<file path="src/rtl/ps2_pkg.sv">
// Shared types and byte-0 field positions for the PS/2 mouse packet decoder.
// No logic; imported by the decoder and its axis accumulators.
// No flow control of its own.
package ps2_pkg;

    typedef enum logic [1:0] {
        WAIT_B0 = 2'd0,
        WAIT_B1 = 2'd1,
        WAIT_B2 = 2'd2
    } ps2_state_t;

    localparam int SYNC_BIT = 3;
    localparam int XS_BIT   = 4;
    localparam int YS_BIT   = 5;
    localparam int XO_BIT   = 6;
    localparam int YO_BIT   = 7;

    localparam int BTN_LEFT   = 0;
    localparam int BTN_RIGHT  = 1;
    localparam int BTN_MIDDLE = 2;

    // Only the byte-0 fields needed after byte 0 has been accepted.
    typedef struct packed {
        logic       yo;
        logic       xo;
        logic       ys;
        logic       xs;
        logic [2:0] btn;
    } b0_t;

endpackage

</file>
<file path="src/rtl/ps2_axis_accum.sv">
// Saturating cursor-axis accumulator: pos += delta (or -= delta), clamped to [0, MAX].
// Latency: one cycle from add_en_i to pos_o.
// Backpressure: none; one update per add_en_i strobe.
module ps2_axis_accum #(
    parameter int MAX  = 639,
    parameter int INIT = 320
) (
    input  logic             clk,
    input  logic             rst_n,
    input  logic             add_en_i,
    input  logic             sub_i,
    input  logic signed [8:0] delta_i,
    output logic [9:0]       pos_o
);

    logic [9:0]        pos_q, pos_d;
    logic signed [11:0] pos_ext, delta_ext, sum;

    always_comb begin
        pos_ext   = $signed({2'b00, pos_q});
        delta_ext = {{3{delta_i[8]}}, delta_i};
        sum       = sub_i ? (pos_ext - delta_ext) : (pos_ext + delta_ext);
        pos_d     = pos_q;
        if (add_en_i) begin
            if (sum < 0)
                pos_d = '0;
            else if (sum > $signed(12'(MAX)))
                pos_d = 10'(MAX);
            else
                pos_d = sum[9:0];
        end
    end

    always_ff @(posedge clk or negedge rst_n) begin
        if (!rst_n)
            pos_q <= 10'(INIT);
        else
            pos_q <= pos_d;
    end

    assign pos_o = pos_q;

endmodule

</file>
<file path="src/rtl/ps2_mouse_packet.sv">
// Assembles 3-byte PS/2 stream packets into deltas/buttons and a clamped cursor position.
// Latency: outputs register one cycle after byte 2; sync_err one cycle after bad byte/timeout.
// Backpressure: none; accepts a byte every cycle, bytes ignored while enable is low.
module ps2_mouse_packet
    import ps2_pkg::*;
#(
    parameter int CLK_FREQ_HZ = 50_000_000,
    parameter int TIMEOUT_US  = 2000,
    parameter int X_MAX       = 639,
    parameter int Y_MAX       = 479,
    parameter int X_INIT      = 320,
    parameter int Y_INIT      = 240
) (
    input  logic       clk,
    input  logic       rst_n,
    input  logic       enable,
    input  logic [7:0] rx_data,
    input  logic       rx_valid,
    output logic       pkt_valid,
    output logic [8:0] dx,
    output logic [8:0] dy,
    output logic [2:0] btn,
    output logic       ovf,
    output logic [9:0] x_pos,
    output logic [9:0] y_pos,
    output logic       sync_err
);

    localparam int TIMEOUT_CYCLES = CLK_FREQ_HZ / 1_000_000 * TIMEOUT_US;
    localparam int CNT_W          = $clog2(TIMEOUT_CYCLES + 1);

    ps2_state_t       state_q;
    b0_t              b0_q;
    logic [7:0]       b1_q;
    logic [CNT_W-1:0] cnt_q;
    logic             pkt_valid_q, sync_err_q, ovf_q;
    logic [8:0]       dx_q, dy_q;
    logic [2:0]       btn_q;

    logic             take_b2, timeout;
    logic signed [8:0] x_delta, y_delta;

    assign take_b2 = enable && rx_valid && (state_q == WAIT_B2);
    assign timeout = (cnt_q == CNT_W'(TIMEOUT_CYCLES - 1)) && !rx_valid;

    // An overflowed axis contributes nothing to the cursor.
    assign x_delta = b0_q.xo ? 9'sd0 : $signed({b0_q.xs, b1_q});
    assign y_delta = b0_q.yo ? 9'sd0 : $signed({b0_q.ys, rx_data});

    always_ff @(posedge clk or negedge rst_n) begin
        if (!rst_n) begin
            state_q     <= WAIT_B0;
            b0_q        <= '0;
            b1_q        <= '0;
            cnt_q       <= '0;
            pkt_valid_q <= 1'b0;
            sync_err_q  <= 1'b0;
            dx_q        <= '0;
            dy_q        <= '0;
            btn_q       <= '0;
            ovf_q       <= 1'b0;
        end else begin
            pkt_valid_q <= 1'b0;
            sync_err_q  <= 1'b0;
            if (!enable) begin
                state_q <= WAIT_B0;
                cnt_q   <= '0;
            end else begin
                case (state_q)
                    WAIT_B0: begin
                        cnt_q <= '0;
                        if (rx_valid) begin
                            if (rx_data[SYNC_BIT]) begin
                                b0_q    <= '{yo: rx_data[YO_BIT], xo: rx_data[XO_BIT],
                                             ys: rx_data[YS_BIT], xs: rx_data[XS_BIT],
                                             btn: rx_data[2:0]};
                                state_q <= WAIT_B1;
                            end else begin
                                sync_err_q <= 1'b1;
                            end
                        end
                    end
                    WAIT_B1, WAIT_B2: begin
                        if (rx_valid) begin
                            cnt_q <= '0;
                            if (state_q == WAIT_B1) begin
                                b1_q    <= rx_data;
                                state_q <= WAIT_B2;
                            end else begin
                                dx_q        <= {b0_q.xs, b1_q};
                                dy_q        <= {b0_q.ys, rx_data};
                                btn_q       <= {b0_q.btn[BTN_MIDDLE], b0_q.btn[BTN_RIGHT],
                                                b0_q.btn[BTN_LEFT]};
                                ovf_q       <= b0_q.xo | b0_q.yo;
                                pkt_valid_q <= 1'b1;
                                state_q     <= WAIT_B0;
                            end
                        end else if (timeout) begin
                            cnt_q      <= '0;
                            sync_err_q <= 1'b1;
                            state_q    <= WAIT_B0;
                        end else begin
                            cnt_q <= cnt_q + 1'b1;
                        end
                    end
                    default: begin
                        state_q <= WAIT_B0;
                        cnt_q   <= '0;
                    end
                endcase
            end
        end
    end

    ps2_axis_accum #(.MAX(X_MAX), .INIT(X_INIT)) u_x_accum (
        .clk      (clk),
        .rst_n    (rst_n),
        .add_en_i (take_b2),
        .sub_i    (1'b0),
        .delta_i  (x_delta),
        .pos_o    (x_pos)
    );

    // PS/2 Y is positive-up, screen Y is positive-down.
    ps2_axis_accum #(.MAX(Y_MAX), .INIT(Y_INIT)) u_y_accum (
        .clk      (clk),
        .rst_n    (rst_n),
        .add_en_i (take_b2),
        .sub_i    (1'b1),
        .delta_i  (y_delta),
        .pos_o    (y_pos)
    );

    assign pkt_valid = pkt_valid_q;
    assign sync_err  = sync_err_q;
    assign dx        = dx_q;
    assign dy        = dy_q;
    assign btn       = btn_q;
    assign ovf       = ovf_q;

endmodule

</file>
<file path="config.mk">
export PLATFORM = sky130hd
export DESIGN_NAME = ps2_mouse_packet
export DESIGN_NICKNAME = d
export VERILOG_FILES = /design/src/rtl/ps2_pkg.sv /design/src/rtl/ps2_axis_accum.sv /design/src/rtl/ps2_mouse_packet.sv
export SDC_FILE = /design/constraint.sdc
export NUM_CORES = 1
export LEC_CHECK = 0
export ABC_AREA = 1
export CAP_MARGIN = 20
export CELL_PAD_IN_SITES_DETAIL_PLACEMENT = 1
export CELL_PAD_IN_SITES_GLOBAL_PLACEMENT = 2
export CORE_ASPECT_RATIO = 0.8
export CORE_UTILIZATION = 35
export CTS_CLUSTER_SIZE = 24
export DETAILED_ROUTE_END_ITERATION = 6
export PLACE_DENSITY = 0.93
export SYNTH_ARGS = -nofsm -noshare
export SYNTH_HDL_FRONTEND = slang
export SYNTH_SLANG_ARGS = --single-unit
</file>
<file path="constraint.sdc">
create_clock -name clk -period 4.55 [get_ports clk]
set_input_delay 0.91 -clock clk [delete_from_list [all_inputs] [get_ports clk]]
set_output_delay 0.91 -clock clk [all_outputs]
set_load 0.01 [all_outputs]
</file>
==> key figures <==
Finish
  – Register area: 0.00196 mm2
  – Fillers: 1632
  – Commonest non-fill, non-tap cell in the layout: nand2_1
  – Share of cells above drive strength 1: 0.0841
  – Design Area, Final: 0.00576 mm2
  – Most frequent cells in the layout: nand2_1 (203), inv_1 (88), dfrtp_1 (72), clkdlybuf4s50_1 (54), nor2_1 (46)
  – Antenna cells: 0
  – Area growth, synth to finish: 22.4%
  – Fin nets: 728
  – Area taken by multi-input logic gates: 0.00237 mm2

Place
  – Placer Congestion: 0.828
  – Port buffer count: 55
  – HPWL after DPL: 10400 um
  – Post-DP Area: 0.00545 mm2
  – Pre-CTS setup slack: 1.09 ns

Worst setup path
  – Register-to-register setup slack: 1.87 ns
  – Path depth of the worst reg2reg path: 9
  – Startpoint types: input port
  – Worst Path Arrival: 3.34 ns
  – R2r startpoint: b0_q[5]$_DFFE_PN0P_
  – CP Max Fanout: 6
  – Setup crit end kind: flop
  – R2R Path End: u_x_accum.pos_o[8]$_DFFE_PN1P_
  – Critical Path RT: 4.78 ns
  – CP Class: input port to flop

Synth
  – Yosys warns: 0
  – Cell count after synthesis: 626
  – Sequential fraction of the synthesis area: 0.416
  – Mapped Area: 0.00471 mm2
  – Distinct cells, synth: 34
  – EDFF count, synth: 0
  – Yosys reg bits: 78
  – Synth Net Count: 669
  – Top FF cell, synth: dfrtp_1
  – Syn_area_per_cell: 7.52 um2
  – Async S/R FF share, synth: 1.00

Clocking
  – # hold bufs at CTS: 0
  – Clock root cell: clkbuf_16
  – CTS tree: yes
  – Clk_lat worst skew: 0.35 ns
  – Clock Sinks: 78
  – Setup bufs post-CTS: 0
  – Resize count post-CTS: 0
  – H-Tree Depth: 3
  – Cts bufs inserted: 9
  – Clock tree buffer depth: 2
  – Reg clk slew, reported paths: 0.06 ns

Hold path
  – Hold path depth: 1
  – Hold EP: cnt_q[0]$_DFF_PN0_
  – Worst min path class: flop to flop
  – Hold_sp: cnt_q[0]$_DFF_PN0_

Floorplanning
  – Die Y-Extent: 106 um
  – Core box area: 0.0130 mm2
  – Initial core utilization: 0.362
  – I/O pin cnt: 56
  – Die footprint: 0.0139 mm2
  – Die X: 132 um
  – Site row count: 37

STA
  – Worst-case hold slack: 0.476 ns
  – Tmin final: 3.11 ns
  – Final Hold Vio Count: 0
  – Final slew viol count: 0
  – Achievable Freq: 321 MHz
  – Final setup fails: 0
  – Least-Margin Pin Slew: 0.870 ns
  – Worst Skew: 0.0105 ns
  – RSZ-0062 raised after global routing: false
  – Worst setup margin: 1.44 ns
  – Setup_tns: 0 ns
  – Fin crit share: 0.684
  – Slew margin rel.: 0.419

Drt
  – Initial DRC Count: 183
  – Drt via density: 4.86
  – Initial DRT Pass Iterations: 4
  – # DRC: 0
  – Routed via count: 4201
  – Remaining antenna violation count: 0
  – Avg WL per Cell: 15.6 um
  – Routed WL: 13500 um

Global route
  – Total GRT Usage: 0.210
  – Antenna violations before repair: 0
  – GRT overflow: 0
  – Largest net degree at the start of global routing: 50
  – Vias in the first global route: 4496
  – First-pass GRT wire length: 22700 um

Job
  – Maxcap violations: 0

Outcome
  – Status: completed

Power and ir drop
  – Power per cell area: 391 mW/mm2
  – Max IR drop VDD: 0.188 mV
  – Pleak: 0.00287 uW
## registers in the layout, indices dropped and copies added, names as in the netlist
name,cells
sync_err,1
u_x_accum.pos_o,10
state_q,2
btn,3
u_y_accum.pos_o,10
cnt_q,17
b1_q,8
ovf,1
dx,9
b0_q,7
dy,9
pkt_valid,1
## cells in the mapped netlist, types with 8 or more instances
cell type	instances	area, um2
dfrtp_1	72	1800
nand2_1	203	762
clkbuf_1	9	33.8
o21ai_0	45	225
a21oi_1	14	70.1
inv_1	88	330
nand3_1	38	190
nand4_1	8	50.1
nor2_1	46	173
nand2_2	9	56.3
ha_1	29	363
## how the worst max path moves through the flow
stage	start	endpoint	slack, ns
4_1_cts	rx_data[0]	u_y_accum.pos_o[8]$_DFFE_PN0P_	1.44
3_3_place_gp	rx_data[0]	u_y_accum.pos_o[3]$_DFFE_PN0P_	1.20
6_report	rx_data[0]	u_y_accum.pos_o[8]$_DFFE_PN0P_	1.44
3_5_place_dp	rx_data[0]	u_y_accum.pos_o[3]$_DFFE_PN0P_	1.09
5_1_grt	rx_data[0]	u_y_accum.pos_o[2]$_DFFE_PN0P_	1.18
2_1_floorplan	rx_data[0]	u_y_accum.pos_o[2]$_DFFE_PN0P_	1.92
## cell type report
cell class | count | share of cell area
well taps | 175 | 0.0380
inverters | 90 | 0.0586
flip-flops and latches | 78 | 0.340
repair buffers | 58 | 0.102
clock buffers | 12 | 0.0445
clock inverters | 4 | 0.00499
multi-input cells | 448 | 0.412
## per-stage QoR
step	cells	power [uW]	util
final	865	2250	0.443
after global routing	865	2400	0.443
after CTS	864	2270	0.441
after detailed placement	848	1560	0.419
after global placement	848	1530	0.419
after floorplan	626	1250	-
## worst max-delay path, cell delays in order
cell and delay [ns]:
clkdlybuf4s50_1 0.48, inv_1 0.07, nor2_1 0.09, ha_1 0.15, inv_1 0.08, fa_1 0.45, nand3_1 0.12, nand3_1 0.11
nand2_1 0.09, nand3_1 0.06, nand2_1 0.11, inv_1 0.05, nand3_1 0.08, nand3_1 0.14, nand2_2 0.16, nand2_1 0.07
nand2_1 0.06, nand2_1 0.05
## kinds of logic (layout without fill, tap and decap cells)
group / count (synthesis) / after routing / share of synthesized area
buf+inv: 100 / 164 / 0.0800
flops: 78 / 78 / 0.416
compound gates: 71 / 71 / 0.0821
fa+ha+maj: 31 / 31 / 0.0856
xor+xnor: 12 / 12 / 0.0223
simple gates: 334 / 334 / 0.314
## where the power goes
group          internal, uW  switching (uW)
sequential              804            74.2
clock                   401             301
combinational           289             382
total                  1490             757
## routing by layer
metal	vias to the layer above	track usage	wire length (um)
met3	19	0.0443	503
met1	2029	0.287	6650
met4	0	0.0623	172
met2	67	0.333	6140
li1	2086	-	-
met5	-	0	0
(Power assumes the default switching activity.)
